$ cat src/rtl/gsensor_pkg.sv
`default_nettype none
// ============================================================================
//  Module   : gsensor_pkg
//  Brief    : Shared types and constants for the G-sensor boxcar filter.
//             Covers the FSM state encoding, the helpers that derive the
//             window depth and the sum width, and the 10-bit LED clamp range.
//  Revision : 1.0 - initial release
// ============================================================================
package gsensor_pkg;

  // Filter sequencing: one sample walks IDLE -> READ -> UPD -> OUT
  typedef enum logic [1:0] {
    IDLE = 2'd0,
    READ = 2'd1,
    UPD  = 2'd2,
    OUT  = 2'd3
  } state_t;

  // led_driver consumes bits [9:0], so the clamp range is 10-bit signed
  localparam int SAT_MAX = 511;
  localparam int SAT_MIN = -512;

  // Window depth for a given log2 size
  function automatic int calc_depth(input int log2_depth);
    return 1 << log2_depth;
  endfunction

  // Running-sum width; DEPTH samples of DATA_W bits cannot overflow it
  function automatic int calc_sum_w(input int data_w, input int log2_depth);
    return data_w + log2_depth;
  endfunction

endpackage
`default_nettype wire

$ cat src/rtl/gsensor_avg_ram.sv
`default_nettype none
// ============================================================================
//  Module   : gsensor_avg_ram
//  Brief    : Ring-buffer storage for the moving-average window.
//             Register file with a registered read port and a synchronous
//             write port. Contents are deliberately not reset: the filter
//             masks stale entries until the window has filled.
//  Revision : 1.0 - initial release
// ============================================================================
module gsensor_avg_ram
  import gsensor_pkg::*;
#(
  parameter int ADDR_W = 3,
  parameter int DATA_W = 16
) (
  input  logic              i_clk,
  input  logic              i_rd_en,
  input  logic [ADDR_W-1:0] i_rd_addr,
  output logic [DATA_W-1:0] o_rd_data,
  input  logic              i_wr_en,
  input  logic [ADDR_W-1:0] i_wr_addr,
  input  logic [DATA_W-1:0] i_wr_data
);

  logic [DATA_W-1:0] r_mem [2**ADDR_W];

  // Synchronous write of the newest sample
  always_ff @(posedge i_clk) begin
    if (i_wr_en) begin
      r_mem[i_wr_addr] <= i_wr_data;
    end
  end

  // Registered read of the entry about to be evicted
  always_ff @(posedge i_clk) begin
    if (i_rd_en) begin
      o_rd_data <= r_mem[i_rd_addr];
    end
  end

endmodule
`default_nettype wire

$ cat src/rtl/gsensor_avg_filter.sv
`default_nettype none
// ============================================================================
//  Module   : gsensor_avg_filter
//  Brief    : Boxcar moving-average filter for one accelerometer axis.
//             Keeps the last 2^LOG2_DEPTH samples in a ring buffer with a
//             running sum and emits the floor mean with a one-cycle valid.
//             Optional macro GSENSOR_AVG_SAT_EN clamps the output to the
//             10-bit signed range used by led_driver.
//  Revision : 1.0 - initial release
// ============================================================================
module gsensor_avg_filter
  import gsensor_pkg::*;
#(
  parameter int LOG2_DEPTH = 3,
  parameter int DATA_W     = 16
) (
  input  logic                     iCLK,
  input  logic                     iRST,
  input  logic                     iCLR,
  input  logic                     iSTB,
  input  logic signed [DATA_W-1:0] iDATA,
  output logic signed [DATA_W-1:0] oDATA,
  output logic                     oVALID,
  output logic                     oBUSY,
  output logic                     oFULL,
  output logic                     oOVERRUN
);

  localparam int DEPTH = calc_depth(LOG2_DEPTH);
  localparam int SUM_W = calc_sum_w(DATA_W, LOG2_DEPTH);
  localparam logic [LOG2_DEPTH:0] c_depth_cnt = (LOG2_DEPTH+1)'(DEPTH);

  state_t                  r_state;
  state_t                  w_state_nxt;
  logic [DATA_W-1:0]       r_new;
  logic [SUM_W-1:0]        r_sum;
  logic [LOG2_DEPTH:0]     r_count;
  logic [LOG2_DEPTH-1:0]   r_wr_ptr;
  logic signed [DATA_W-1:0] r_data;
  logic                    r_valid;
  logic                    r_overrun;

  logic [DATA_W-1:0]       w_rd_data;
  logic [DATA_W-1:0]       w_oldest;
  logic [SUM_W-1:0]        w_new_ext;
  logic [SUM_W-1:0]        w_old_ext;
  logic signed [DATA_W-1:0] w_mean;
  logic signed [DATA_W-1:0] w_out;
  logic                    w_full;
  logic                    w_accept;
  logic                    w_wr_en;

  assign w_full   = (r_count == c_depth_cnt);
  assign w_accept = (r_state == IDLE) && iSTB && !iCLR;
  assign w_wr_en  = (r_state == UPD) && !iCLR;

  // During warm-up the slot being replaced holds nothing meaningful
  assign w_oldest  = w_full ? w_rd_data : '0;
  assign w_new_ext = {{LOG2_DEPTH{r_new[DATA_W-1]}}, r_new};
  assign w_old_ext = {{LOG2_DEPTH{w_oldest[DATA_W-1]}}, w_oldest};

  // Dropping the low bits of the sum is an arithmetic shift (floor divide)
  assign w_mean = r_sum[SUM_W-1:LOG2_DEPTH];

`ifdef GSENSOR_AVG_SAT_EN
  localparam logic signed [DATA_W-1:0] c_sat_max = DATA_W'(SAT_MAX);
  localparam logic signed [DATA_W-1:0] c_sat_min = DATA_W'(SAT_MIN);

  // Clamp the mean into the range the LED stage can display
  always_comb begin
    w_out = w_mean;
    if (w_mean > c_sat_max) begin
      w_out = c_sat_max;
    end else if (w_mean < c_sat_min) begin
      w_out = c_sat_min;
    end
  end
`else
  assign w_out = w_mean;
`endif

  gsensor_avg_ram #(
    .ADDR_W (LOG2_DEPTH),
    .DATA_W (DATA_W)
  ) u_ram (
    .i_clk     (iCLK),
    .i_rd_en   (r_state == READ),
    .i_rd_addr (r_wr_ptr),
    .o_rd_data (w_rd_data),
    .i_wr_en   (w_wr_en),
    .i_wr_addr (r_wr_ptr),
    .i_wr_data (r_new)
  );

  // State register
  always_ff @(posedge iCLK or posedge iRST) begin
    if (iRST) begin
      r_state <= IDLE;
    end else begin
      r_state <= w_state_nxt;
    end
  end

  // Next-state: fixed walk through the pipeline, clear always returns to IDLE
  always_comb begin
    w_state_nxt = r_state;
    case (r_state)
      IDLE:    if (iSTB) w_state_nxt = READ;
      READ:    w_state_nxt = UPD;
      UPD:     w_state_nxt = OUT;
      OUT:     w_state_nxt = IDLE;
      default: w_state_nxt = IDLE;
    endcase
    if (iCLR) begin
      w_state_nxt = IDLE;
    end
  end

  // Datapath: sample latch, running sum, ring pointer, fill count and outputs
  always_ff @(posedge iCLK or posedge iRST) begin
    if (iRST) begin
      r_new     <= '0;
      r_sum     <= '0;
      r_count   <= '0;
      r_wr_ptr  <= '0;
      r_data    <= '0;
      r_valid   <= 1'b0;
      r_overrun <= 1'b0;
    end else begin
      r_valid <= 1'b0;
      if (iCLR) begin
        // oDATA intentionally holds its last value across a clear
        r_sum     <= '0;
        r_count   <= '0;
        r_wr_ptr  <= '0;
        r_overrun <= 1'b0;
      end else begin
        if (w_accept) begin
          r_new <= iDATA;
        end
        if (iSTB && (r_state != IDLE)) begin
          r_overrun <= 1'b1;
        end
        if (r_state == UPD) begin
          r_sum    <= r_sum + w_new_ext - w_old_ext;
          r_wr_ptr <= r_wr_ptr + LOG2_DEPTH'(1);
          if (!w_full) begin
            r_count <= r_count + (LOG2_DEPTH+1)'(1);
          end
        end
        if (r_state == OUT) begin
          r_data  <= w_out;
          r_valid <= 1'b1;
        end
      end
    end
  end

  assign oDATA    = r_data;
  assign oVALID   = r_valid;
  assign oBUSY    = (r_state != IDLE);
  assign oFULL    = w_full;
  assign oOVERRUN = r_overrun;

endmodule
`default_nettype wire

$ cat config.mk
export PLATFORM = sky130hd
export DESIGN_NAME = gsensor_avg_filter
export DESIGN_NICKNAME = d
export VERILOG_FILES = /design/src/rtl/gsensor_pkg.sv /design/src/rtl/gsensor_avg_ram.sv /design/src/rtl/gsensor_avg_filter.sv
export SDC_FILE = /design/constraint.sdc
export NUM_CORES = 1
export LEC_CHECK = 0
export BUFFER_PORTS_ARGS = -buffer_cell sky130_fd_sc_hd__buf_2
export CORE_MARGIN = 10
export CORE_UTILIZATION = 40
export DETAILED_ROUTE_END_ITERATION = 6
export GPL_TIMING_DRIVEN = 0
export SYNTH_ARGS = -nofsm -noshare
export SYNTH_HDL_FRONTEND = slang
export SYNTH_SLANG_ARGS = --single-unit
$ cat constraint.sdc
create_clock -name iCLK -period 8.5 [get_ports iCLK]
set_input_delay 1.7 -clock iCLK [delete_from_list [all_inputs] [get_ports iCLK]]
set_output_delay 1.7 -clock iCLK [all_outputs]
set_load 0.02 [all_outputs]
## Word level (Yosys, flattened, before mapping)

Memories as Yosys holds them, arrays and structs flattened. A register that Yosys moved wholly into a read port is not among the register bits.
Index checks and enable logic that the tools add are counted.

- Muxes and demuxes: 17
- Bitwise operators: 1
- Equality and inequality tests: 6
- Reduce and logical (&&, ||, !) cells: 12
- Add/subtract/negate cells: 4

Operators by type and width:

| kind | number |
|---|---|
| $mux 19 | 2 |
| $add 19x19->19 | 1 |
| $sub 19x19->19 | 1 |
| $mux 16 | 1 |
| $mux 4 | 3 |
| $pmux 2 s4 | 1 |
| $mux 1 | 6 |
| $mux 3 | 2 |
| $reduce_and 2->1 | 3 |
| $reduce_bool 2->1 | 3 |
| $add 4x1->4 const B | 1 |
| $eq 2x2->1 const B | 2 |
| $eq 4x4->1 const B | 1 |
| $logic_and 1x1->1 | 4 |
| $mux 2 | 2 |
| $add 3x1->3 const B | 1 |
| $ne 3x3->1 const B | 1 |
| $eq 2x1->1 const B | 1 |
| $logic_not 2->1 | 1 |
| $ne 2x2->1 const B | 1 |
| $logic_not 1->1 | 1 |
| $not 1->1 | 1 |

- Register bits: 62
- Input port bits: 20
- Memories kept: 1
- RAM bits: 128

Memories:

| name | words | width | read ports | clocked after memory_dff | wr ports | RTL line | RTL |
|---|---|---|---|---|---|---|---|
| u_ram.r_mem | 8 | 16 | 1 | 1 | 1 | gsensor_avg_ram.sv:25 | `logic [DATA_W-1:0] r_mem [2**ADDR_W];` |

## Depth between registers and ports, before layout

Gate-level depths: netlist of run 1.

- Word-level depth: 5
- Depth in mapped cells: 16

## By module

From an unflattened synthesis of run 1, not the netlist that was laid out.

- Cells, all modules: 670
- Area total of the unflattened synthesis: 9786.9 sq um

Modules (own cells, without submodules):

| module | times used | area an instance (sq um) | cells an instance |
|---|---|---|---|
| gsensor_avg_ram | 1 | 5454.0 | 214 |
| gsensor_avg_filter | 1 | 4332.9 | 456 |

## Least setup slack after synthesis of run 1

OpenSTA, ideal clock, no wires.

- Path type: in2reg
- Start: input port iCLR
- End: memory u_ram.r_mem[0][0] (enable)
- Required time: 8070 ps
- Buffers on the path: 1
- Stages: 3
- Path slack: 4397 ps
- Data arrival time: 3673 ps
- Cell sequence: buf_2 -> nand2b_1 -> nor4_1

- Cells in the longest elaborated chain, start to end: 4

Ends and longest elaborated chain:

| item | RTL line | RTL |
|---|---|---|
| start: declaration | gsensor_avg_filter.sv:19 | `input logic iCLR,` |
| $logic_not 1->1 | gsensor_avg_filter.sv:55 | `assign w_wr_en = (r_state == UPD) && !iCLR;` |
| $logic_and 1x1->1 | gsensor_avg_filter.sv:55 |  |
| $mux 1 | gsensor_avg_ram.sv:29 | `if (i_wr_en) begin` |
| $mux 1 (implied by the code) | gsensor_avg_ram.sv:30 | `r_mem[i_wr_addr] <= i_wr_data;` |
| end: declaration | gsensor_avg_ram.sv:25 |  |

Every way passes these cells.

## Worst setup path after layout of run 1

- Start: register r_count[0]
- End: register r_sum[18]

- Cells in the longest elaborated chain, start to end: 5

Ends and longest elaborated chain:

| item | RTL line | RTL |
|---|---|---|
| start: declaration | gsensor_avg_filter.sv:37 | `logic [LOG2_DEPTH:0] r_count;` |
| start signal: assignment | gsensor_avg_filter.sv:148 | `r_count <= r_count + (LOG2_DEPTH+1)'(1);` |
| $eq 4x4->1 | gsensor_avg_filter.sv:53 | `assign w_full = (r_count == c_depth_cnt);` |
| $mux 16 | gsensor_avg_filter.sv:58 | `assign w_oldest = w_full ? w_rd_data : '0;` |
| $sub 19x19->19 | gsensor_avg_filter.sv:145 | `r_sum <= r_sum + w_new_ext - w_old_ext;` |
| $mux 19 | gsensor_avg_filter.sv:144 | `if (r_state == UPD) begin` |
| $mux 19 | gsensor_avg_filter.sv:131 | `if (iCLR) begin` |
| end signal: assignment | gsensor_avg_filter.sv:145 |  |
| end: declaration | gsensor_avg_filter.sv:36 | `logic [SUM_W-1:0] r_sum;` |

Every way passes these cells. The select of a mux whose other input is x is not followed.
A chain may end at the register's enable or synchronous reset.

==> results.md, run 1 <==
* Worst path bufs/invs at 5
* Post-DP HPWL at 15040 µm
* Non-filler instance count after layout at 1082
* Diode count at 0
* Max-slew violations at 0
* # Max-Cap Violations at 0
* Clk sinks at 206
* DRT Wirelength at 20830 µm
* Core area at 23610 µm²
* Pre-CTS setup slack at 4.382 ns
* Worst setup SP type: flip-flop
* Layout cell share with drive strength beyond 1 at 23.59%
* Gr ovfl total at 0
* Die W at 175.4 µm
* Vias in the first global route at 5825
* CP max-delay cell: fa_1
* Crit path max-delay family: simple AND/OR/NAND/NOR gates
* Leak Pwr at 4.321 nW
* Register area share after synthesis at 60.81%
* CP required at 8.91 ns
* Synth Instances at 674
* Main combinational cell family by area after synthesis: multiplexers
* Most used routing layer: met2
* Synth Net Count at 739
* Met3 Use GR at 2.145%
* Tcrit/Tclk final at 48.44%
* Rows at 56
* Mux share of post-synthesis cell area at 12.15%
* Worst-path clk slew at 0.06 ns
* Compound-gate portion of the synthesized area at 5.789%
* I/O Buffers at 38
* Post-synth EDFFs at 144
* Initial antenna violation count at 0
* GRT Util Overall at 13.56%
* CTS Hold Bufs at 0
* Hold_ws at 0.4733 ns
* DRT Pass-1 Iters at 5
* Shortest period the worst path allows at 4.117 ns
* Post-route ant nets at 0
* Post-CTS Resized at 0
* Worst Path Arrival at 4.53 ns
* Met2 Use GR at 22.98%
* XOR/XNOR Fraction of Synth Area at 1.269%
* Worst path cell trace: inv_1 -> ha_1 -> and3b_1 -> clkbuf_1 -> clkbuf_1 -> nand2_1 -> inv_1 -> fa_1 -> inv_1 -> ha_1 -> and3_4 -> o21ai_1 -> or4b_1 -> a21boi_1 -> a311oi_2 -> mux2_1
* Ports at 40
* Worst min path class: flip-flop to flip-flop
* Inserted Clock Buffers at 23
* Max rail drop VDD at 192.1 µV
* CTS Buffer Depth at 3
* Met1 GRT Util at 17.55%
* Wirelength per Cell at 19.25 µm
* CP Class: flip-flop to flip-flop
* H-tree depth at 1
* Core Util, Final at 47.23%
* Synth Area in Simple Gates at 7.900%
* Post-synth design cell area at 9662 µm²
* Vias at 5515
* Clock latency on the worst-skew pair at 0.54 ns
* Post-synthesis async set-or-reset flop share at 30.10%
* First-pass GRT wire length at 33100 µm
* RSZ-0062 raised after global routing: no
* Slowest cell delay on critical path at 0.45 ns
* Relative slew slack at 33.70%
* Synth Area per Inst at 14.33 µm²
* Vias/cell at 5.097
* Most frequent cells in the layout: edfxtp_1, inv_1, dfrtp_1
* Final Skew at 0.01719 ns
* Global placement routability congestion at 0.8655
* Initial core utilization at 40.92%
* Syn. warnings at 0
* Clk Tree Root Cell: clkbuf_16
* Yosys cell types at 66
* Most used cell, CP: inv_1
* Worst Path Max Fanout at 10
* Postcts setup bufs at 0
* Placed Cells at 1040
* Worst setup margin at 4.383 ns
* Primary FF master, synth: edfxtp_1
* Synth Area in Adders at 7.226%
* Total die area at 30770 µm²
* Most common cell after layout, fill and taps aside: edfxtp_1
* Pwr dens at 384.8 nW/µm²
* Layout area overhead at 15.44%
* DR iter-0 viols at 332
* Max Fclk at 242.9 MHz
* # DRC at 0
* Final setup viols at 0
* Worst slew pin tran at 0.9892 ns
* Largest net degree at the start of global routing at 63
* CTS tree: yes
* Worst Setup End Kind: flip-flop
* Nets at 811
* Status: complete, no violations
* Setup TNS at 0 ns
* Final hold violations at 0
* Die extent in y at 175.4 µm
* #FFs+latches synth at 206
path summary, 6_finish.rpt:
path | from | end | slack [ns] | cells past startpoint
setup / recovery | r_count[0] | r_sum[18] | 4.38 | 16
max in group asynchronous | iRST | r_new[1] | 6.58 | 2
setup reg to reg | r_count[0] | r_sum[18] | 4.38 | 16
hold reg to reg | oDATA[2] | oDATA[2] | 0.47 | 2
min in group asynchronous | iRST | oDATA[2] | 1.34 | 2
hold / removal | oDATA[2] | oDATA[2] | 0.47 | 2
metrics by stage:
stage	total power [mW]	area (µm²)
3_5_place_dp	3.338	10410
2_1_floorplan	2.855	9662
3_3_place_gp	3.286	10250
4_1_cts	4.320	11150
5_1_grt	4.598	11150
6_report	4.292	11150
synthesized netlist by cell type (3+ instances only):
library cell,count,share of area (%)
or3_1,3,0.19
ha_1,27,3.5
nor2_1,30,1.2
a21oi_1,20,1.0
mux2_2,33,3.8
and2_1,15,0.97
clkbuf_1,16,0.62
edfxtp_1,144,45
buf_4,4,0.31
xnor2_1,7,0.63
nand3_1,5,0.26
xor2_1,7,0.63
mux2i_1,7,0.73
nand2_1,32,1.2
dfrtp_1,62,16
nand3b_1,6,0.47
a31oi_1,5,0.32
buf_2,4,0.21
nand4_1,5,0.32
o311ai_0,3,0.27
o21ai_0,23,1.2
a21o_1,10,0.78
nor3_1,8,0.41
nand2b_1,11,0.71
fa_1,18,3.7
inv_1,80,3.1
mux4_2,32,7.5
per-layer routing:
layer	wire length [µm]	vias up	part of all wire [%]
li1	-	2581	-
met1	9237	2759	44
met2	10080	141	48
met3	948	34	4.6
met4	560	0	2.7
met5	0	-	0
kinds of logic after synthesis:
| kind of cell | after synthesis |
|---|---|
| simple gates | 140 |
| buf+inv | 110 |
| fa+ha+maj | 45 |
| xor+xnor | 14 |
| flops | 206 |
| mux | 73 |
| compound gates | 86 |
area by class of cell:
class	count	area, µm²
Tap cell	319	399.1
Multi-Input combinational cell	358	3351
Buffer	30	168.9
Inverter	80	302.8
Clock inverter	8	77.57
Timing Repair Buffer	47	311.5
Sequential cell	206	5876
Clock buffer	34	666.9
Fill cell	2076	12460
tightest hold or removal path, cell delays in order, from the launching register on:
cell and delay, ns:
dfrtp_1 0.33, nand2_1 0.05, o21ai_0 0.06
where the power goes:
group / total, mW / switching, mW / internal (mW) / leakage (nW)
Sequential: 1.49 / 0.147 / 1.34 / 2.12
Clock: 0.970 / 0.395 / 0.575 / 0.369
Combinational: 1.84 / 1.08 / 0.760 / 1.83
registers in the layout, summed over array words and instances (netlist names), 2 cells and up:
| name | cells |
|---|---|
| oDATA | 16 |
| r_count | 4 |
| r_new | 16 |
| r_state | 2 |
| r_sum | 19 |
| r_wr_ptr | 3 |
| u_ram.o_rd_data | 16 |
| u_ram.r_mem | 128 |
Note: power is estimated with default switching activity, not from simulation.
==> run 2, diff against run 1 <==
==> constraint.sdc (replaced) <==
create_clock -name iCLK -period 4.1 [get_ports iCLK]
set_input_delay 0.82 -clock iCLK [delete_from_list [all_inputs] [get_ports iCLK]]
set_output_delay 0.82 -clock iCLK [all_outputs]
set_load 0.02 [all_outputs]
==> results.md, run 2 (synthesized netlist as in run 1, its figures left out) <==
* Status: complete, no violations
* Seq pwr share at 34.6%
* Pwr dens at 798.4 nW/µm²
* Vias in the first global route at 5825
* Largest net degree at the start of global routing at 63
* Post-DP HPWL at 15040 µm
* Worst Setup End Kind: flip-flop
* Layout cell share with drive strength beyond 1 at 23.88%
* Met1 wire length at 9307 µm
* Worst Path Max Fanout at 10
* Post-route ant nets at 0
* Die W at 175.4 µm
* Clock share of power at 22.6%
* Worst setup margin at 0.2670 ns
* Max-slew violations at 0
* Initial core utilization at 40.92%
* Net Switching at 3.362 mW
* Clock latency on the worst-skew pair at 0.54 ns
* Ports at 40
* Largest register FFs at 128
* FF-to-FF Start: r_count[0]
* RSZ-0062 raised after global routing: no
* Top reg by flops: u_ram.r_mem
* Regs by FF count: u_ram.r_mem: 128 flops, r_sum: 19 flops
* Post-DP Area at 10410 µm²
* Top Metal Used: met4
* Leak Pwr at 4.323 nW
* FF/Latch Area at 5876 µm²
* Post-route cell area at 11150 µm²
* Pre-CTS setup slack at -0.01756 ns
* DRT Wirelength at 20900 µm
* Worst setup SP type: flip-flop
* Clk sinks at 206
* I/O Buffers at 38
* Max rail drop VDD at 399.5 µV
* H-tree depth at 1
* GRT Util Overall at 13.56%
* Clk Tree Root Cell: clkbuf_16
* Shortest period the worst path allows at 3.833 ns
* # DRC at 0
* DR iter-0 viols at 314
* CTS Buffer Depth at 3
* Met2 wire length at 10080 µm
* Worst Setup SP: r_count[0]
* Layout area overhead at 15.42%
* Global placement routability congestion at 0.8655
* Non-filler instance count after layout at 1081
* Die extent in y at 175.4 µm
* Core area at 23610 µm²
* Most common cell after layout, fill and taps aside: edfxtp_1
* Placed Cells at 1040
* Initial antenna violation count at 0
* CP Class: flip-flop to flip-flop
* CTS tree: yes
* Power Total at 8.903 mW
* Combinational Power Share at 42.8%
* Total die area at 30770 µm²
* First-pass GRT wire length at 33100 µm
* Worst min path class: input pin to async pin
* Nets at 810
* Vias at 5514
* CP required at 4.51 ns
* Worst slew pin tran at 0.9655 ns
* Tcrit/Tclk final at 93.49%
* Relative slew slack at 35.28%
* Switching share of total power at 37.76%
* Inserted Clock Buffers at 23
* Multi-input logic area at 3352 µm²
* Final setup viols at 0
* Final Skew at 0.01732 ns
* # Max-Cap Violations at 0
* Core Util, Final at 47.23%
* Wirelength per Cell at 19.33 µm
* CTS Hold Bufs at 0
* Gr ovfl total at 0
* Internal power at 5.542 mW
* Hold_ws at 0.4539 ns
* Met3 Wirelength at 941 µm
* Vias/cell at 5.101
* Worst Path Arrival at 4.24 ns
* Most frequent cells in the layout: edfxtp_1, inv_1, dfrtp_1
* Setup TNS at 0 ns
* DRT Pass-1 Iters at 5
* Final hold violations at 0
* Max Fclk at 260.9 MHz
* Rows at 56
* Fill count at 2076
* Diode count at 0
* Worst-path clk slew at 0.06 ns
run 2: changes by cell type in the layout (fill, tap and decap cells not counted):
| cell | change |
|---|---|
| clkbuf_1 | -2 |
| and3b_2 | +1 |
| clkbuf_2 | +1 |
| and3b_1 | -1 |
run 2: worst max-delay path: stages, from the launching register on:
cell,delay [ns]
dfrtp_1,0.37
inv_1,0.08
ha_1,0.20
and3b_2,0.28
clkbuf_2,0.20
and2_1,0.20
fa_1,0.48
inv_1,0.04
ha_1,0.27
buf_4,0.16
nand4_2,0.13
or2_0,0.24
a211o_1,0.28
and3_4,0.20
a311oi_2,0.24
mux2_1,0.34
run 2: timing repair:
item	CTS	global route
setup endpoints to repair	1	1
buffers inserted	0	0
pin swaps	0	0
resized for setup	1	1
cloned	0	0
run 2: worst paths after layout:
| path | slack, ns | cells after the start | endpoint |
|---|---|---|---|
| setup / recovery | 0.27 | 15 | r_sum[18] |
| hold / removal | 0.45 | 2 | oDATA[2] |
| setup reg to reg | 0.27 | 15 | r_sum[18] |
| hold reg to reg | 0.47 | 2 | oDATA[14] |
| max in group asynchronous | 3.07 | 2 | r_new[1] |
| min in group iCLK | 0.47 | 2 | oDATA[14] |
run 2: final cells by class:
cell class | count | area share [%]
Buffer | 29 | 1.492
Clock buffer | 34 | 5.980
Clock inverter | 8 | 0.6956
Inverter | 80 | 2.715
Multi-Input combinational cell | 358 | 30.06
Sequential cell | 206 | 52.69
Tap cell | 319 | 3.579
Timing Repair Buffer | 47 | 2.794
run 2: routing by layer:
layer | track usage (%) | up-vias
li1 | - | 2581
met1 | 17.55 | 2769
met2 | 22.98 | 130
met3 | 2.145 | 34
met4 | 4.062 | 0
met5 | 0 | -
run 2: power groups by stage:
stage	sequential (mW)	clock [mW]	combinational, mW
floorplan	3.09	0	2.83
global placement	3.09	0	3.73
detailed placement	3.13	0	3.79
CTS	3.08	2.06	3.82
global route	3.14	2.14	4.25
finish	3.08	2.01	3.81
==> run 3, diff against run 2 <==
==> constraint.sdc (replaced) <==
create_clock -name iCLK -period 3.5 [get_ports iCLK]
set_input_delay 0.7 -clock iCLK [delete_from_list [all_inputs] [get_ports iCLK]]
set_output_delay 0.7 -clock iCLK [all_outputs]
set_load 0.02 [all_outputs]
==> results.md, run 3 (synthesized netlist as in run 1, its figures left out) <==
* Status: complete, but fails checks
* Failing checks: negative setup slack
* Combinational Power Share at 49.4%
* Clock latency on the worst-skew pair at 0.52 ns
* CTS tree: yes
* Clock share of power at 20.4%
* Largest register FFs at 128
* Most common cell after layout, fill and taps aside: edfxtp_1
* I/O Buffers at 38
* Gr ovfl total at 0
* Largest net degree at the start of global routing at 63
* Regs by FF count: u_ram.r_mem: 128 flops, r_sum: 19 flops
* Final setup viols at 1
* # DRC at 0
* H-tree depth at 1
* First-pass GRT wire length at 35170 µm
* Post-DP Area at 10470 µm²
* Vias at 5779
* GRT Util Overall at 14.43%
* Layout cell share with drive strength beyond 1 at 34.78%
* Seq pwr share at 30.2%
* CP Class: flip-flop to flip-flop
* Worst Setup End Kind: flip-flop
* DRT Pass-1 Iters at 4
* Final Skew at 0.02187 ns
* Net Switching at 4.463 mW
* Relative slew slack at 33.86%
* Post-route cell area at 11890 µm²
* Core area at 23610 µm²
* Wirelength per Cell at 19.75 µm
* Nets at 856
* DRT Wirelength at 22260 µm
* Worst Path Arrival at 4.00 ns
* Power Total at 11.98 mW
* Total die area at 30770 µm²
* RSZ-0062 raised after global routing: yes
* Layout area overhead at 23.09%
* Rows at 56
* Worst setup SP type: flip-flop
* Leak Pwr at 4.568 nW
* Max-slew violations at 0
* Hold_ws at 0.3864 ns
* Ports at 40
* Die extent in y at 175.4 µm
* Worst Path Max Fanout at 5
* CP max-delay cell: fa_1
* DR iter-0 viols at 322
* Die W at 175.4 µm
* Slowest cell delay on critical path at 0.54 ns
* Worst path cell trace: inv_2 -> ha_4 -> and3b_2 -> buf_8 -> clkbuf_16 -> and2_4 -> fa_1 -> inv_2 -> ha_4 -> nand4_4 -> or2_1 -> a211o_1 -> and3_4 -> a311oi_2 -> mux2_1
* Post-route ant nets at 0
* Setup TNS at -0.1203 ns
* Diode count at 0
* Pwr dens at 1008 nW/µm²
* Clk Tree Root Cell: clkbuf_16
* Vias in the first global route at 6246
* Shortest period the worst path allows at 3.620 ns
* CTS Hold Bufs at 0
* Worst-path clk slew at 0.06 ns
* Max Fclk at 276.2 MHz
* Worst slew pin tran at 0.9867 ns
* Internal power at 7.522 mW
* Global placement routability congestion at 0.8777
* Most frequent cells in the layout: edfxtp_1, inv_1, dfrtp_1
* Vias/cell at 5.128
* Initial core utilization at 40.92%
* CTS Buffer Depth at 3
* Switching share of total power at 37.24%
* Tcrit/Tclk final at 103.4%
* Worst min path class: input pin to async pin
* Final hold violations at 0
* Initial antenna violation count at 0
* Top reg by flops: u_ram.r_mem
* # Max-Cap Violations at 0
* Max rail drop VDD at 493.4 µV
* CP required at 3.88 ns
* Inserted Clock Buffers at 23
* Post-DP HPWL at 14970 µm
* Worst setup margin at -0.1203 ns
* Clk sinks at 206
## run 3: layout make-up
class                      instances  area, µm²
buffer                            27      182.7
clock buffer                      28      604.3
clock inverter                    14      168.9
fill                            1988      11720
inverter                          80      302.8
multi-input combinational        358       3669
sequential                       206       5876
tap                              319      399.1
timing repair buffer              95      690.7
## run 3: worst paths after layout
| kind | from | end | cells past startpoint | slack, ns |
|---|---|---|---|---|
| min in group iCLK | iDATA[7] | r_new[7] | 2 | 0.41 |
| min | iRST | oVALID | 2 | 0.39 |
| max in group asynchronous | iRST | oDATA[7] | 2 | 2.53 |
| max reg2reg | r_count[1] | r_sum[18] | 15 | -0.12 |
| min reg2reg | oDATA[13] | oDATA[13] | 2 | 0.47 |
| max | r_count[1] | r_sum[18] | 15 | -0.12 |
## run 3: critical path: cells and delay by family, from the launching register on
kind / cells / cell delay (ns)
multiplexers: 1 / 0.33
adder cells (fa/ha/maj): 3 / 0.98
flip-flops: 1 / 0.38
AO/OA/AOI/OAI: 2 / 0.53
buffers and inverters: 4 / 0.40
AND/OR/NAND/NOR: 5 / 0.86
## run 3: routing by layer
layer,GRT usage (%),vias up,part of all wire [%]
met1,18.76,2940,44
met2,24.20,126,49
li1,-,2686,-
met3,2.488,27,4.6
met5,0,-,0
met4,4.345,0,1.8
## run 3: per-stage QoR
stage	utilization [%]	setup slack, ns	std cells
detailed placement	44.32	-0.3174	1043
floorplan	-	0.0003688	674
global placement	43.52	-1.292	1031
finish	50.37	-0.1203	1127
CTS	49.61	-0.1902	1127
global route	50.37	-0.1872	1127
## run 3: what timing repair did
| item | in CTS | in global routing |
|---|---|---|
| setup buffers | 40 | 8 |
| gates resized for setup | 31 | 44 |
| pin swaps | 19 | 29 |
| gates cloned | 2 | 0 |
| endpoints found under the setup margin | 8 | 12 |
## run 3: power groups by stage
stage / logic (mW) / registers (mW) / clock network, mW
after CTS: 5.25 / 3.62 / 2.49
after global routing: 6.46 / 3.69 / 2.60
final: 5.93 / 3.62 / 2.44
after floorplan: 3.33 / 3.62 / 0
after global placement: 4.37 / 3.62 / 0
after detailed placement: 4.44 / 3.67 / 0
